<file path="src/rtl/transform_feeder_pkg.sv">
// Shared types for the transform feeder: setup beats from the frame driver,
// triangle/transform payloads, and the FIFO entry format.
package transformer_pkg;

    typedef struct packed {
        logic signed [15:0] x;
        logic signed [15:0] y;
        logic signed [15:0] z;
    } vertex_t;

    typedef struct packed {
        vertex_t v0;
        vertex_t v1;
        vertex_t v2;
    } triangle_t;

    // 3x4 row-major affine matrix, signed fixed point
    typedef logic signed [11:0][15:0] transform_t;

    typedef struct packed {
        triangle_t  triangle;
        transform_t model_transform;
        transform_t camera_transform;
        logic       model_valid;
        logic       camera_valid;
    } transform_setup_t;

    typedef enum logic {
        FEED_TRI = 1'b0,
        FEED_CAM = 1'b1
    } feed_kind_e;

    typedef struct packed {
        feed_kind_e kind;
        triangle_t  triangle;
        transform_t xform;
    } feed_entry_t;

    function automatic feed_entry_t tri_entry(input triangle_t t, input transform_t m);
        feed_entry_t e;
        e.kind     = FEED_TRI;
        e.triangle = t;
        e.xform    = m;
        return e;
    endfunction

    // Camera entries carry no triangle; the payload is zeroed
    function automatic feed_entry_t cam_entry(input transform_t c);
        feed_entry_t e;
        e.kind     = FEED_CAM;
        e.triangle = '0;
        e.xform    = c;
        return e;
    endfunction

endpackage

</file>
<file path="src/rtl/transform_feeder_if.sv">
// Bundle of the feeder's input stream, output stream and frame signals.
// master = frame driver / transform stage side, slave = the feeder.
interface transform_feeder_if #(
    parameter int CNT_W = 16
);
    import transformer_pkg::*;

    logic             in_valid;
    logic             in_ready;
    transform_setup_t in_setup;
    logic             frame_feed_done;
    logic             out_valid;
    logic             out_ready;
    triangle_t        out_triangle;
    transform_t       out_model_transform;
    transform_t       out_camera_transform;
    logic             camera_valid;
    logic             stream_done;
    logic [CNT_W-1:0] frame_tri_count;

    modport master (
        output in_valid, in_setup, frame_feed_done, out_ready,
        input  in_ready, out_valid, out_triangle, out_model_transform,
               out_camera_transform, camera_valid, stream_done, frame_tri_count
    );

    modport slave (
        input  in_valid, in_setup, frame_feed_done, out_ready,
        output in_ready, out_valid, out_triangle, out_model_transform,
               out_camera_transform, camera_valid, stream_done, frame_tri_count
    );

endinterface

</file>
<file path="src/rtl/transform_feeder_fifo.sv">
// Register FIFO with two write ports and one read port. push1 lands in the
// slot after push0 so a camera+triangle beat stays in order.
module feed_fifo
    import transformer_pkg::*;
#(
    parameter int DEPTH = 8,
    localparam int AW   = $clog2(DEPTH)
) (
    input  logic        clk,
    input  logic        rst_n,
    input  logic        push0,
    input  feed_entry_t push0_data,
    input  logic        push1,
    input  feed_entry_t push1_data,
    input  logic        pop,
    output feed_entry_t head,
    output logic [AW:0] count
);
    feed_entry_t   mem [DEPTH];
    logic [AW-1:0] wptr;
    logic [AW-1:0] rptr;

    assign head = mem[rptr];

    // Storage write; data is not reset, occupancy is tracked by the pointers
    always_ff @(posedge clk) begin
        if (push0) mem[wptr] <= push0_data;
        if (push1) mem[wptr + AW'(push0)] <= push1_data;
    end

    // Pointers wrap naturally at DEPTH; count moves by pushes minus pops
    always_ff @(posedge clk or negedge rst_n) begin
        if (!rst_n) begin
            wptr  <= '0;
            rptr  <= '0;
            count <= '0;
        end else begin
            wptr  <= wptr + AW'(push0) + AW'(push1);
            rptr  <= rptr + AW'(pop);
            count <= count + (AW+1)'(push0) + (AW+1)'(push1) - (AW+1)'(pop);
        end
    end

endmodule

</file>
<file path="src/rtl/transform_feeder.sv">
// Ordered buffer between frame driver and transform stage: queues camera and
// triangle entries, presents each triangle with the camera in force, and
// turns the frame-complete level into one stream_done pulse with a count.
module transform_feeder
    import transformer_pkg::*;
#(
    parameter int DEPTH = 8,
    parameter int CNT_W = 16
) (
    input  logic clk,
    input  logic rst_n,
    transform_feeder_if.slave bus
);
    localparam int          AW        = $clog2(DEPTH);
    localparam logic [AW:0] READY_MAX = (AW+1)'(DEPTH - 2);

    logic        cam_flag, mdl_flag, accept, push0, push1;
    feed_entry_t push0_data, push1_data, head_p0;
    logic [AW:0] fifo_count;
    logic        pop, head_is_tri, out_free, handshake, drain, ffd_rise;

    logic        out_vld_p1;
    triangle_t   out_tri_p1;
    transform_t  out_model_p1;
    transform_t  cam_p1;
    logic        cam_valid_p1;

    logic             ffd_q, done_pending, stream_done_q;
    logic [CNT_W-1:0] tri_cnt, frame_cnt_q;

    // Room for a two-entry beat is the acceptance condition
    assign bus.in_ready = (fifo_count <= READY_MAX);

    // Classify the incoming beat into zero, one or two FIFO pushes
    always_comb begin
        cam_flag   = bus.in_setup.camera_valid;
        mdl_flag   = bus.in_setup.model_valid;
        accept     = bus.in_valid && bus.in_ready;
        push0      = accept && (cam_flag || mdl_flag);
        push1      = accept && cam_flag && mdl_flag;
        push0_data = cam_flag ? cam_entry(bus.in_setup.camera_transform)
                              : tri_entry(bus.in_setup.triangle, bus.in_setup.model_transform);
        push1_data = tri_entry(bus.in_setup.triangle, bus.in_setup.model_transform);
    end

    // Pop whenever the output register can take the head; detect frame drain
    always_comb begin
        out_free    = !out_vld_p1 || bus.out_ready;
        handshake   = out_vld_p1 && bus.out_ready;
        head_is_tri = (head_p0.kind == FEED_TRI);
        pop         = (fifo_count != '0) && out_free;
        drain       = done_pending && (fifo_count == '0) && !out_vld_p1;
        ffd_rise    = bus.frame_feed_done && !ffd_q;
    end

    feed_fifo #(.DEPTH(DEPTH)) u_fifo (
        .clk       (clk),
        .rst_n     (rst_n),
        .push0     (push0),
        .push0_data(push0_data),
        .push1     (push1),
        .push1_data(push1_data),
        .pop       (pop),
        .head      (head_p0),
        .count     (fifo_count)
    );

    // Output register: a camera pop leaves a one-cycle bubble
    always_ff @(posedge clk or negedge rst_n) begin
        if (!rst_n) begin
            out_vld_p1   <= 1'b0;
            out_tri_p1   <= '0;
            out_model_p1 <= '0;
        end else if (out_free) begin
            out_vld_p1 <= pop && head_is_tri;
            if (pop && head_is_tri) begin
                out_tri_p1   <= head_p0.triangle;
                out_model_p1 <= head_p0.xform;
            end
        end
    end

    // Camera register only moves when the output is free, so a stalled triangle keeps its camera
    always_ff @(posedge clk or negedge rst_n) begin
        if (!rst_n) begin
            cam_p1       <= '0;
            cam_valid_p1 <= 1'b0;
        end else if (pop && !head_is_tri) begin
            cam_p1       <= head_p0.xform;
            cam_valid_p1 <= 1'b1;
        end
    end

    // Frame completion: edge-detect the done level, wait for drain, report and restart the count
    always_ff @(posedge clk or negedge rst_n) begin
        if (!rst_n) begin
            ffd_q         <= 1'b0;
            done_pending  <= 1'b0;
            stream_done_q <= 1'b0;
            frame_cnt_q   <= '0;
            tri_cnt       <= '0;
        end else begin
            ffd_q         <= bus.frame_feed_done;
            stream_done_q <= drain;
            if (drain) begin
                done_pending <= 1'b0;
                frame_cnt_q  <= tri_cnt;
                tri_cnt      <= CNT_W'(handshake);
            end else begin
                if (ffd_rise) done_pending <= 1'b1;
                if (handshake && (tri_cnt != '1)) tri_cnt <= tri_cnt + CNT_W'(1);
            end
        end
    end

    assign bus.out_valid            = out_vld_p1;
    assign bus.out_triangle         = out_tri_p1;
    assign bus.out_model_transform  = out_model_p1;
    assign bus.out_camera_transform = cam_p1;
    assign bus.camera_valid         = cam_valid_p1;
    assign bus.stream_done          = stream_done_q;
    assign bus.frame_tri_count      = frame_cnt_q;

endmodule
</file>
<file path="src/flat_wrapper.sv">
// flat-port wrapper written by rule: the top's interface ports become plain ports
module transform_feeder_flat import transformer_pkg::*;
#(
    parameter int DEPTH = 8,
    parameter int CNT_W = 16
)
  (clk, rst_n, bus_in_valid, bus_in_setup, bus_frame_feed_done, bus_out_ready, bus_in_ready, bus_out_valid, bus_out_triangle, bus_out_model_transform, bus_out_camera_transform, bus_camera_valid, bus_stream_done, bus_frame_tri_count);
  transform_feeder_if #(.CNT_W(CNT_W)) bus_i ();
  input  logic clk;
  input  logic rst_n;
  input wire logic [$bits(bus_i.in_valid)-1:0] bus_in_valid;
  input wire logic [$bits(bus_i.in_setup)-1:0] bus_in_setup;
  input wire logic [$bits(bus_i.frame_feed_done)-1:0] bus_frame_feed_done;
  input wire logic [$bits(bus_i.out_ready)-1:0] bus_out_ready;
  output wire logic [$bits(bus_i.in_ready)-1:0] bus_in_ready;
  output wire logic [$bits(bus_i.out_valid)-1:0] bus_out_valid;
  output wire logic [$bits(bus_i.out_triangle)-1:0] bus_out_triangle;
  output wire logic [$bits(bus_i.out_model_transform)-1:0] bus_out_model_transform;
  output wire logic [$bits(bus_i.out_camera_transform)-1:0] bus_out_camera_transform;
  output wire logic [$bits(bus_i.camera_valid)-1:0] bus_camera_valid;
  output wire logic [$bits(bus_i.stream_done)-1:0] bus_stream_done;
  output wire logic [$bits(bus_i.frame_tri_count)-1:0] bus_frame_tri_count;
  assign bus_i.in_valid = bus_in_valid;
  assign bus_i.in_setup = bus_in_setup;
  assign bus_i.frame_feed_done = bus_frame_feed_done;
  assign bus_i.out_ready = bus_out_ready;
  assign bus_in_ready = bus_i.in_ready;
  assign bus_out_valid = bus_i.out_valid;
  assign bus_out_triangle = bus_i.out_triangle;
  assign bus_out_model_transform = bus_i.out_model_transform;
  assign bus_out_camera_transform = bus_i.out_camera_transform;
  assign bus_camera_valid = bus_i.camera_valid;
  assign bus_stream_done = bus_i.stream_done;
  assign bus_frame_tri_count = bus_i.frame_tri_count;
  transform_feeder #(.DEPTH(DEPTH), .CNT_W(CNT_W)) u_core (.clk(clk), .rst_n(rst_n), .bus(bus_i));
endmodule
</file>
<file path="config.mk">
export PLATFORM = sky130hd
export DESIGN_NAME = transform_feeder_flat
export DESIGN_NICKNAME = d
export VERILOG_FILES = /design/src/rtl/transform_feeder_pkg.sv /design/src/rtl/transform_feeder_if.sv /design/src/rtl/transform_feeder_fifo.sv /design/src/rtl/transform_feeder.sv /design/src/flat_wrapper.sv
export SDC_FILE = /design/constraint.sdc
export NUM_CORES = 2
export LEC_CHECK = 0
export CAP_MARGIN = 0
export CORE_AREA = 5 5 571 573
export CTS_CLUSTER_DIAMETER = 200
export DETAILED_ROUTE_END_ITERATION = 12
export DIE_AREA = 0 0 576 578
export PLACE_DENSITY_LB_ADDON = 0.25
export REMOVE_ABC_BUFFERS = 1
export SETUP_SLACK_MARGIN = 0.3
export SLEW_MARGIN = 20
export SYNTH_ARGS = -nofsm -noshare
export SYNTH_HDL_FRONTEND = slang
export SYNTH_HIERARCHICAL = 1
export SYNTH_SLANG_ARGS = --single-unit
</file>
<file path="constraint.sdc">
create_clock -name clk -period 34.5 [get_ports clk]
set_clock_uncertainty 0.05 [all_clocks]
set_input_delay 10.35 -clock clk [delete_from_list [all_inputs] [get_ports clk]]
set_output_delay 10.35 -clock clk [all_outputs]
set_load 0.05 [all_outputs]
</file>
==> summary.txt <==
Run status
  • Status: complete, no violations

Synth
  • Largest family of logic cells by synthesized area: multiplexers
  • Area fraction in compound gates after synthesis: less than 1%
  • Commonest cells in the netlist: mux2_2 (3080), edfxtp_1 (2696), mux4_2 (674), dfrtp_1 (575), mux2_1 (359)
  • Post-Synth Simple-Gate Area: 0.863%
  • Top cells by area, synth: edfxtp_1 (51%), mux2_2 (22%), mux4_2 (9.5%)
  • Top cell type's share of synthesized area: 50.8%
  • Ys async rst share: 17.6%
  • Synth Area in Adders: less than 1%
  • Syn_area_per_cell: ~19 µm²
  • Post-synth EDFFs: 2696
  • Mux share of post-synthesis cell area: 37.0%
  • Post-synthesis sequential area ratio: 59.8%
  • Most frequent cell after synthesis: mux2_2
  • Ys Warns: 6
  • Register bit total from synthesis: 3271
  • XOR/XNOR Fraction of Synth Area: 0.0549%
  • Netlist Area Pre-Place: 159000 µm²
  • Post-synth top flop: edfxtp_1
  • Synth Instances: 8605
  • Synth area leader: edfxtp_1
  • Distinct cells, synth: 53

Power
  • Leak: about 65 nW
  • VDD IR max: 0.102 mV
  • Total power: 15.5 mW
  • Cell Pwr Density: 83.6 nW/µm²

Worst setup path
  • CP endpoint kind: flip-flop
  • Worst-path maximum fanout: 52
  • Reg2Reg Setup Slack: between 20 and 30 ns
  • WS Path Type: in -> reg
  • Worst Path Arrival: roughly 17 ns
  • Startpoint Class: primary input
  • CP Data Required Time: 34.97 ns

GRT
  • Met3 Track Usage GR: 4.60%
  • Met2 Resource Use GR: 42.3%
  • Largest net degree at the start of global routing: 123
  • M1 GR Usage: 34.9%
  • First-pass GRT wire length: 639 mm
  • Busiest layer in global routing: met2
  • Initial antenna violation count: 100
  • GRT Resource Usage Total: around a quarter
  • Total gr overflow: 0
  • Vias in the first global route: 93237

Die
  • Die extent in x: roughly 580 µm
  • Core Area: between 300000 and 400000 µm²
  • Die outline area: 333000 µm²
  • Rows: 208
  • Initial Util: 49.8%
  • I/O pins: 1083
  • Die Height: 578 µm

Place
  • Port bufs: 1082
  • Final Wtd Congestion: around 0.79
  • Detailed-placement wirelength estimate: about 260 mm

Clock network
  • # H-tree levels: 5
  • CTS tree: yes
  • Skew-Pair Late Insertion Delay: 0.92 ns
  • Clock sink count: 3271
  • TritonCTS Buffers: 355
  • Hold bufs inserted after CTS: 0
  • CTS clk-pin slew, worst paths: about 0.06 ns
  • Post-CTS setup buffers: 0
  • Max Root-Sink Buffers: 4
  • Clock root buffer master: clkbuf_16
  • Post-CTS sizing: 0

Job
  • Max-Cap Viols: 0

Drt
  • Pre-antenna DRT Iters: 5
  • Via density: 6.15
  • Post-route DRC: 0
  • Final WL: 436 mm
  • DRT antenna net count: 0
  • Drt initial violations: 7119
  • Vias: between 80000 and 90000
  • Wire per inst: 30.8 µm

Final layout
  • Final #Nets: 10173
  • Share of cells above drive strength 1: 48.4%
  • Layout area overhead: 16.6%
  • Fillers: ~24000

Timing
  • Final period util: 48.0%
  • Slew @ Worst Pin: 1.22 ns
  • Post-route minimum period: between 15 and 20 ns
  • Setup tns final: 0 ns
  • RSZ-0062 raised after global routing: no
  • Final Hold Viols: 0
  • Max-slew headroom: 18.7%
  • Slew Limit Fails: 0
  • Fmax: 0.0604 GHz
  • Final setup violation count: 0

Worst hold path
  • Hold crit path type: reg -> reg
## path summary, 6_finish.rpt
kind | cells after the start | to | from
worst max-delay path | 12 | u_core/u_fifo/mem[1][307] | bus_in_setup[0]
worst min-delay path | 1 | u_core/bus.camera_valid | u_core/bus.camera_valid
min in group asynchronous | 1 | u_core/bus.out_model_transform[71] | rst_n
worst max register to register | 13 | u_core/u_fifo/mem[1][307] | u_core/u_fifo/count[1]
worst min register to register | 1 | u_core/bus.camera_valid | u_core/bus.camera_valid
max in group asynchronous | 5 | u_core/bus.out_triangle[130] | rst_n
## layout by cell type, fill, tap and decap left out, types with 55 or more instances in the layout
cell type	n
mux4_2	674
clkbuf_16	363
clkdlybuf4s50_1	1080
mux2_4	329
nor2b_1	146
clkinv_2	58
dfrtp_1	572
buf_4	147
edfxtp_1	2696
mux2_2	3080
mux2_1	359
clkinv_1	55
clkbuf_1	84
## sequential cells by signal, summed over array words and instances, names as in the netlist
| name | cells |
|---|---|
| u_core/u_fifo/wptr | 3 |
| u_core/bus.out_triangle | 144 |
| u_core/bus.frame_tri_count | 16 |
| u_core/bus.out_camera_transform | 192 |
| u_core/bus.camera_valid | 1 |
| u_core/bus.out_valid | 1 |
| u_core/done_pending | 1 |
| u_core/u_fifo/mem | 2696 |
| u_core/u_fifo/rptr | 3 |
| u_core/bus.stream_done | 1 |
| u_core/tri_cnt | 16 |
| u_core/bus.out_model_transform | 192 |
| u_core/ffd_q | 1 |
| u_core/u_fifo/count | 4 |
## logic make-up (layout without fill, tap and decap cells)
family	Yosys count	in the layout
AOI/OAI and AO/OA	29	29
xor gates and xnor gates	10	10
adders and majority gates	12	12
buffers and inverters	605	1919
DFF	3271	3271
muxes	4448	4448
other	1	58
and+or+nand+nor	229	229
## where the power goes
group / total, mW / internal (mW) / switching, mW / leakage (nW)
Combinational: 6.33 / 2.83 / 3.50 / 28.2
Clock: 3.84 / 2.22 / 1.62 / 5.74
Sequential: 5.37 / 5.04 / 0.330 / 31.3
## cell type report
type | instances | area (µm²) | share of cell area, %
timing repair buffer | 1250 | 12400 | 6.66
antenna | 50 | 125 | 0.0673
inverter | 12 | 45.0 | 0.0242
tap | 4200 | 5260 | 2.83
clock buffer | 472 | 9740 | 5.24
sequential | 3271 | 95400 | 51.3
multi-input combinational | 4736 | 60900 | 32.8
clock inverter | 185 | 2070 | 1.12
## routing by layer
| layer | vias up | part of all wire (%) |
|---|---|---|
| met5 | - | 0.086 |
| met4 | 60 | 3.0 |
| met3 | 680 | 6.6 |
| met2 | 3084 | 49 |
| met1 | 46489 | 42 |
| li1 | 36806 | - |
## worst max-delay path, cell delays in order
cell,delay [ns]
buf_8,0.40
buf_4,0.58
nand2_1,0.13
nor2_1,0.40
nand3b_1,0.32
or2_4,0.53
o21ai_4,0.33
buf_4,0.86
buf_4,0.84
buf_4,0.76
buf_4,0.63
buf_4,0.60
## metrics by stage
| stage | instances | instance area [µm²] | hold WS, ns | worst slack, ns | utilization [%] |
|---|---|---|---|---|---|
| floorplan | 8019 | 156000 | 0.405 | -47.00 | - |
| global placement | 13466 | 174000 | 0.400 | 16.52 | 54.3 |
| detailed placement | 13467 | 174000 | 0.416 | 16.65 | 54.3 |
| CTS | 14124 | 186000 | 0.433 | 17.64 | 58.0 |
| global route | 14151 | 186000 | 0.447 | 17.66 | 58.1 |
| finish | 14176 | 186000 | 0.425 | 17.93 | 58.1 |
No activity file was read; power rests on OpenSTA's default activity.
